`config.mk`:
```
export PLATFORM = sky130hd
export DESIGN_NAME = mesh_input_skewer
export DESIGN_NICKNAME = d
export VERILOG_FILES = /design/src/rtl/mesh_input_skewer.sv
export SDC_FILE = /design/constraint.sdc
export NUM_CORES = 2
export LEC_CHECK = 0
export ABC_AREA = 1
export CAP_MARGIN = 20
export CORE_UTILIZATION = 52
export DETAILED_ROUTE_END_ITERATION = 6
export GPL_ROUTABILITY_DRIVEN = 1
export PLACE_DENSITY_LB_ADDON = 0.1
export SYNTH_ARGS = -nofsm -noshare
export SYNTH_HDL_FRONTEND = slang
export SYNTH_SLANG_ARGS = --single-unit
```
`constraint.sdc`:
```
create_clock -name clock -period 1.42 [get_ports clock]
set_input_delay 0.284 -clock clock [delete_from_list [all_inputs] [get_ports clock]]
set_output_delay 0.284 -clock clock [all_outputs]
set_load 0.01 [all_outputs]
```
`src/rtl/mesh_input_skewer.sv`:
```
`default_nettype none
// ============================================================================
// Module   : mesh_input_skewer
// Purpose  : Accepts one row vector per cycle and diagonally skews it onto the
//            mesh lanes, generating per-block propagate/shift control.
// Revision : 1.0 - initial release
// ============================================================================
module mesh_input_skewer #(
    parameter int DIM  = 8,
    parameter int A_W  = 8,
    parameter int B_W  = 19,
    parameter int SH_W = 4
) (
    input  logic                clock,
    input  logic                reset,
    input  logic                io_flush,
    input  logic                io_in_valid,
    output logic                io_in_ready,
    input  logic [DIM*A_W-1:0]  io_in_a,
    input  logic [DIM*B_W-1:0]  io_in_b,
    input  logic [DIM*B_W-1:0]  io_in_d,
    input  logic [SH_W-1:0]     io_in_shift,
    output logic [DIM*A_W-1:0]  io_out_a,
    output logic [DIM*B_W-1:0]  io_out_b,
    output logic [DIM*B_W-1:0]  io_out_d,
    output logic [DIM-1:0]      io_out_control_propagate,
    output logic [DIM*SH_W-1:0] io_out_control_shift,
    output logic [DIM-1:0]      io_out_valid,
    output logic                io_busy
);

    localparam int                c_ROW_W    = (DIM > 1) ? $clog2(DIM) : 1;
    localparam logic [c_ROW_W-1:0] c_ROW_LAST = c_ROW_W'(DIM - 1);

    logic               r_reset_q;
    logic [c_ROW_W-1:0] r_row;
    logic               r_prop_q;
    logic [SH_W-1:0]    r_sh_q;

    logic               w_clear;
    logic               w_acc;
    logic [SH_W-1:0]    w_sh_eff;
    logic [DIM-1:0]     w_lane_busy;

    assign w_clear     = reset | io_flush;
    // Ready also masks the live reset so it is low from the very first reset cycle.
    assign io_in_ready = ~reset & ~r_reset_q & ~io_flush;
    assign w_acc       = io_in_valid & io_in_ready;
    assign w_sh_eff    = (r_row == '0) ? io_in_shift : r_sh_q;
    assign io_busy     = |w_lane_busy;

    always_ff @(posedge clock) begin
        r_reset_q <= reset;
    end

    // Block bookkeeping: row index, propagate polarity and latched shift.
    always_ff @(posedge clock) begin
        if (w_clear) begin
            r_row    <= '0;
            r_prop_q <= 1'b0;
            r_sh_q   <= '0;
        end else if (w_acc) begin
            if (r_row == c_ROW_LAST) begin
                r_row    <= '0;
                r_prop_q <= ~r_prop_q;
            end else begin
                r_row <= r_row + c_ROW_W'(1);
            end
            if (r_row == '0) begin
                r_sh_q <= io_in_shift;
            end
        end
    end

    genvar gi;
    generate
        for (gi = 0; gi < DIM; gi++) begin : g_lane
            localparam int c_DEPTH = gi + 1;

            logic [c_DEPTH-1:0] r_valid;
            logic [c_DEPTH-1:0] r_prop;
            logic [A_W-1:0]     r_a  [c_DEPTH];
            logic [B_W-1:0]     r_b  [c_DEPTH];
            logic [B_W-1:0]     r_d  [c_DEPTH];
            logic [SH_W-1:0]    r_sh [c_DEPTH];

            // Free-running shift register; bubbles carry zero data but live control.
            always_ff @(posedge clock) begin
                if (w_clear) begin
                    r_valid <= '0;
                    r_prop  <= '0;
                    for (int s = 0; s < c_DEPTH; s++) begin
                        r_a[s]  <= '0;
                        r_b[s]  <= '0;
                        r_d[s]  <= '0;
                        r_sh[s] <= '0;
                    end
                end else begin
                    r_valid[0] <= w_acc;
                    r_prop[0]  <= r_prop_q;
                    r_a[0]     <= w_acc ? io_in_a[gi*A_W +: A_W] : '0;
                    r_b[0]     <= w_acc ? io_in_b[gi*B_W +: B_W] : '0;
                    r_d[0]     <= w_acc ? io_in_d[gi*B_W +: B_W] : '0;
                    r_sh[0]    <= w_acc ? w_sh_eff : r_sh_q;
                    for (int s = 1; s < c_DEPTH; s++) begin
                        r_valid[s] <= r_valid[s-1];
                        r_prop[s]  <= r_prop[s-1];
                        r_a[s]     <= r_a[s-1];
                        r_b[s]     <= r_b[s-1];
                        r_d[s]     <= r_d[s-1];
                        r_sh[s]    <= r_sh[s-1];
                    end
                end
            end

            assign io_out_valid[gi]                     = r_valid[c_DEPTH-1];
            assign io_out_control_propagate[gi]         = r_prop[c_DEPTH-1];
            assign io_out_a[gi*A_W +: A_W]              = r_a[c_DEPTH-1];
            assign io_out_b[gi*B_W +: B_W]              = r_b[c_DEPTH-1];
            assign io_out_d[gi*B_W +: B_W]              = r_d[c_DEPTH-1];
            assign io_out_control_shift[gi*SH_W +: SH_W] = r_sh[c_DEPTH-1];
            assign w_lane_busy[gi]                      = |r_valid;
        end
    endgenerate

endmodule
`default_nettype wire

```
* Word level (Yosys, flattened, before mapping)
Memory sizes are Yosys's and may differ from the RTL's.
Index checks and enable logic that the tools add are counted.
** Word-level totals
- Register bits after elaboration :: 81
- Latch bits :: 0
- Bits in writable memories :: 1800
- ROM bits :: 0
- Input bits :: 376
- Output and inout port bits :: 418
- Logic and storage cells :: 387
- Memories :: 32
** Memory list
- g_lane[7].r_b :: depth 8, bits a word 19, rd ports 8, clocked after Yosys merged registers in 0, write ports 8, line 83 : logic [B_W-1:0] r_b [c_DEPTH];
- g_lane[7].r_d :: depth 8, bits a word 19, rd ports 8, clocked after Yosys merged registers in 0, write ports 8, line 84 : logic [B_W-1:0] r_d [c_DEPTH];
- g_lane[6].r_b :: depth 7, bits a word 19, rd ports 7, clocked after Yosys merged registers in 0, write ports 7, line 83
- g_lane[6].r_d :: depth 7, bits a word 19, rd ports 7, clocked after Yosys merged registers in 0, write ports 7, line 84
- g_lane[5].r_b :: depth 6, bits a word 19, rd ports 6, clocked after Yosys merged registers in 0, write ports 6, line 83
- g_lane[5].r_d :: depth 6, bits a word 19, rd ports 6, clocked after Yosys merged registers in 0, write ports 6, line 84
- 26 more memories
** Cells by class
- $add $sub $neg :: 1
- $mul :: 0
- Divide/modulo/power cells :: 0
- $lt $le $gt $ge :: 0
- Equality and inequality tests :: 1
- Shift-type cells :: 0
- Mux-type cells :: 178
- Bitwise operators :: 148
- Reductions and logical operators :: 7
** Operators by type and width (number)
- 19-bit 2-to-1 mux :: 88
- 8-bit 2-to-1 mux :: 44
- 4-bit 2-to-1 mux :: 38
- 1-bit bitwise OR :: 141
- 19-bit OR reduction :: 2
- 36-bit OR reduction :: 1
- 8-bit OR reduction :: 1
- 1-bit 2-to-1 mux :: 7
- 1-bit NOT :: 4
- 4-bit OR reduction :: 1
- 3-bit by 1-bit adder with 3-bit output (second input constant) :: 1
- 1-bit AND :: 3
- 3-bit equality test (second input constant) :: 1
- 3-bit zero test :: 1
- 3-bit 2-to-1 mux :: 1
- 2-bit AND reduction :: 1

* Logic depth before layout (Yosys ltp)
- Depth in word-level cells :: 6
- Depth in mapped cells :: 8
- Gate-level depth less buffers :: 8

* Worst setup path after synthesis
OpenSTA, ideal clock, no wires.
- Kind :: input-to-output
- Start point :: input port io_flush
- End point :: output port io_in_ready
- Arrival time :: 1057 ps
- Required time :: 1136 ps
- Slack :: 79 ps
- Stages on the path :: 6
- Path buffers :: 3
- Cells stage by stage :: inv_1 > nand2_2 > buf_4 > buf_4 > buf_4 > nor2_1
** On the way
- Longest elaborated chain between the ends :: 2
** Ends and longest elaborated chain
- start: declaration :: line 16 : input logic io_flush,
- 1-bit NOT :: line 47 : assign io_in_ready = ~reset & ~r_reset_q & ~io_flush;
- 1-bit AND :: line 47
- end: declaration :: line 18 : output logic io_in_ready,
No other way between the ends.

* Worst setup path in the final report
- Start point :: register g_lane[4].r_valid[2]
- End point :: output port io_busy
** On the way
- Longest elaborated chain between the ends :: 1
** Ends and longest elaborated chain
- start: declaration :: line 80 : logic [c_DEPTH-1:0] r_valid;
- start signal: indexed assignment :: line 106 : r_valid[s] <= r_valid[s-1];
- 36-bit OR reduction :: line 50 : assign io_busy = |w_lane_busy;
- end: declaration :: line 29 : output logic io_busy
No other way between the ends.

==> metrics.yaml <==
cts:
  clk_pin_slew_ns: 0.06
  clock_latency_ns: 0.73
  numCtsBuffers: 164
  root_buffer: "clkbuf_16"
  h-tree-depth: 4
  max-clock-path-buffers: 3
  cts_tree: "built"
  clock_sinks: 1709
hold_path:
  whs_path_depth: 3
  hold_path.class: "in2reg"
critical_path:
  cp.arrival_ns: 1.61
  slowest_delay_ns: 0.33
  critPathRequiredTime_ns: 1.14
  crit_family: "simple AND/OR/NAND/NOR gates"
  crit_chain: "nor3_4, nand3_1, buf_2"
  crit_fanout: 2
  end_kind: "output port"
  cp.depth: 3
  cp_slowest_cell: "dfxtp_2"
  crit_type: "reg2out"
  startpoint_type: "flop"
  critPathBufInv: 1
  r2r_cells: 5
layout:
  final_core_util_pct: 67.8
  layout.nets: 6648
  drive_above_1_share_pct: 17.9
  area_growth_syn_to_layout_pct: 29.0
  instances_no_fill: 7674
route:
  first_pass_iters: 4
  met2_length_mm: 46.7
  dr_total_vias: 30200
  via_per_inst: 3.93
  drc: 0
  drtAntennaViolNets: 0
  drt-total-wl_mm: 95.1
  wl_met1_mm: 38.5
  drtIter0Drc: 1290
  dr_wl_met3_mm: 6.20
  top_layer: "met5"
  wl_per_cell_um: 12.4
flow_run:
  cap_violations: 0
yosys:
  ys_warn_count: 0
  synth_nets: 5910
  synth.top_cell.area_share_pct: 68.5
  synthMostInstantiatedCell: "nor2_1"
  yosysSeqAreaShare_pct: 68.5
  ys_types: 17
  synth.ff_latch_count: 1709
  synthArstFlopShare_pct: 0
  netlist_area_sq_mm: 0.0499
  synth_area_leaders: "dfxtp_1, nor2_1, inv_1, buf_4, buf_2"
  yosysTopAreaCell: "dfxtp_1"
  syn_area_per_cell_sq_um: 9.02
  ys.flop_type: "dfxtp_1"
  synth-edff-count: 0
  synth_commonest_cells: "nor2_1, dfxtp_1, inv_1"
  synthCells: 5531
place:
  routabilityCongestion: 0.818
  io_buffers: 793
  place_ws_ns: -0.552
  placedCellCount: 7352
  hpwl_mm: 66.2
timing:
  drv_slew: 0
  hold_viol_final: 0
  relSlewSlack_pct: 74.2
  setup_viol: 418
  period_minus_slack_ns: 1.89
  rsz0062_at_grt: "yes"
  worstMarginPinSlew_ns: 0.386
  post-route-period-util_pct: 133
  fmax_ghz: 0.529
  setup_slack_ns: -0.471
  clock_skew_ns: 0.0191
grt:
  antenna_found_initial: 26
  grt_first_pass_wirelength_mm: 149
  grt_pass1_vias: 29100
  grt_max_degree: 82
  grt_overflow: 0
  grt_usage_pct: 19.7
power:
  intPower_mw: 75.8
  leakage_nw: 26.3
  switching_share_pct: 19.8
  p_per_area_mw_per_mm2: 1470
  peakVddDrop_uv: 1040
  clkPwrFrac_pct: 46.1
  power_mw: 94.4
  pwr-share-seq_pct: 51.1
  combPwrFrac_pct: 2.9
  p_sw_mw: 18.6
die:
  start_util_pct: 52.5
  num_rows: 113
  die_w_um: 312
  die_h_um: 312
  core_region_area_sq_mm: 0.0950
  ios: 794
  die_area_sq_mm: 0.0972
run_status:
  outcome: "finished, violations left"
  failed_checks: "setup timing"
[registers in the layout, summed over array words and instances (netlist names)]
name / flops
g_lane.r_a: 288
g_lane.r_b: 684
g_lane.r_d: 684
g_lane.r_prop: 8
g_lane.r_sh: 32
g_lane.r_valid: 8
r_prop_q: 1
r_reset_q: 1
r_row: 3
[per-layer routing]
layer  GRT usage, %  vias up
li1               -    16200
met1           21.6    13100
met2           34.0      623
met3           6.28      192
met4           9.96       16
met5              0        -
[stage by stage]
step | setup TNS [ns] | area [sq um] | hold WS, ns
6_report | -12.16 | 64400 | 0.0609
5_1_grt | -37.50 | 64400 | 0.0305
3_5_place_dp | -646.99 | 58400 | 0.397
3_3_place_gp | -663.35 | 58400 | 0.394
2_1_floorplan | 0 | 49900 | 0.312
4_1_cts | -40.33 | 63900 | 0.0000589
[layout make-up]
type	count	area [sq um]
clock buffers	233	4780
fillers	7534	30600
diodes	15	37.5
inverters	1708	6410
well taps	1265	1580
multi-input cells	1740	6640
flip-flops and latches	1709	34600
clock inverters	58	721
repair buffers	946	9600
[cell usage in the layout, fill, tap and decap left out, types with 4 or more instances in the layout]
cell,instances
buf_2,108
dfxtp_4,16
clkinv_2,31
buf_12,51
clkdlybuf4s50_1,375
clkinvlp_4,4
clkbuf_8,33
bufinv_16,15
clkbuf_16,169
buf_6,313
diode_2,15
clkbuf_1,32
inv_1,1708
nor2_1,1709
dfxtp_1,1402
inv_6,4
nand2_1,13
dfxtp_2,291
buf_4,97
[what timing repair did]
item,in CTS,in global routing
setup buffers,6,11
endpoints found under the hold margin,1,0
resized for setup,2321,114
endpoints found under the setup margin,419,420
hold buffers,1,0
pin swaps,3,1
cloned,0,1
[logic make-up (layout without fill, tap and decap cells)]
family | count (synthesis) | after routing | share of synthesized area (%)
AOI/OAI and AO/OA | 3 | 3 | 0.0451
adders and majority gates | 3 | 3 | 0.0752
buffers and inverters | 2082 | 2945 | 18.2
DFF | 1709 | 1709 | 68.5
other | 0 | 15 | 0
and+or+nand+nor | 1734 | 1734 | 13.1
[power groups by stage]
| stage | registers (mW) | logic (mW) | clock network, mW |
|---|---|---|---|
| after floorplan | 49.3 | 1.13 | 0 |
| after global placement | 49.3 | 2.70 | 0 |
| after detailed placement | 49.3 | 2.72 | 0 |
| after CTS | 48.2 | 2.71 | 44.6 |
| after global routing | 48.2 | 2.97 | 46.6 |
| final | 48.2 | 2.69 | 43.5 |
[final timing paths]
check | startpoint | end | slack (ns)
worst max-delay path | g_lane[4].r_valid[2] | io_busy | -0.47
worst min-delay path | io_in_d[17] | g_lane[0].r_d[0][17] | 0.06
worst max register to register | r_reset_q | g_lane[7].r_d[0][18] | 0.09
worst min register to register | g_lane[5].r_b[2][15] | g_lane[5].r_b[3][15] | 0.39
[worst register-to-register path: cells and delay by family (launching register included)]
family | cells | cell delay [ns]
AND/OR/NAND/NOR | 2 | 0.37
flip-flops | 1 | 0.31
buffers and inverters | 3 | 0.56
(Power assumes the default switching activity.)
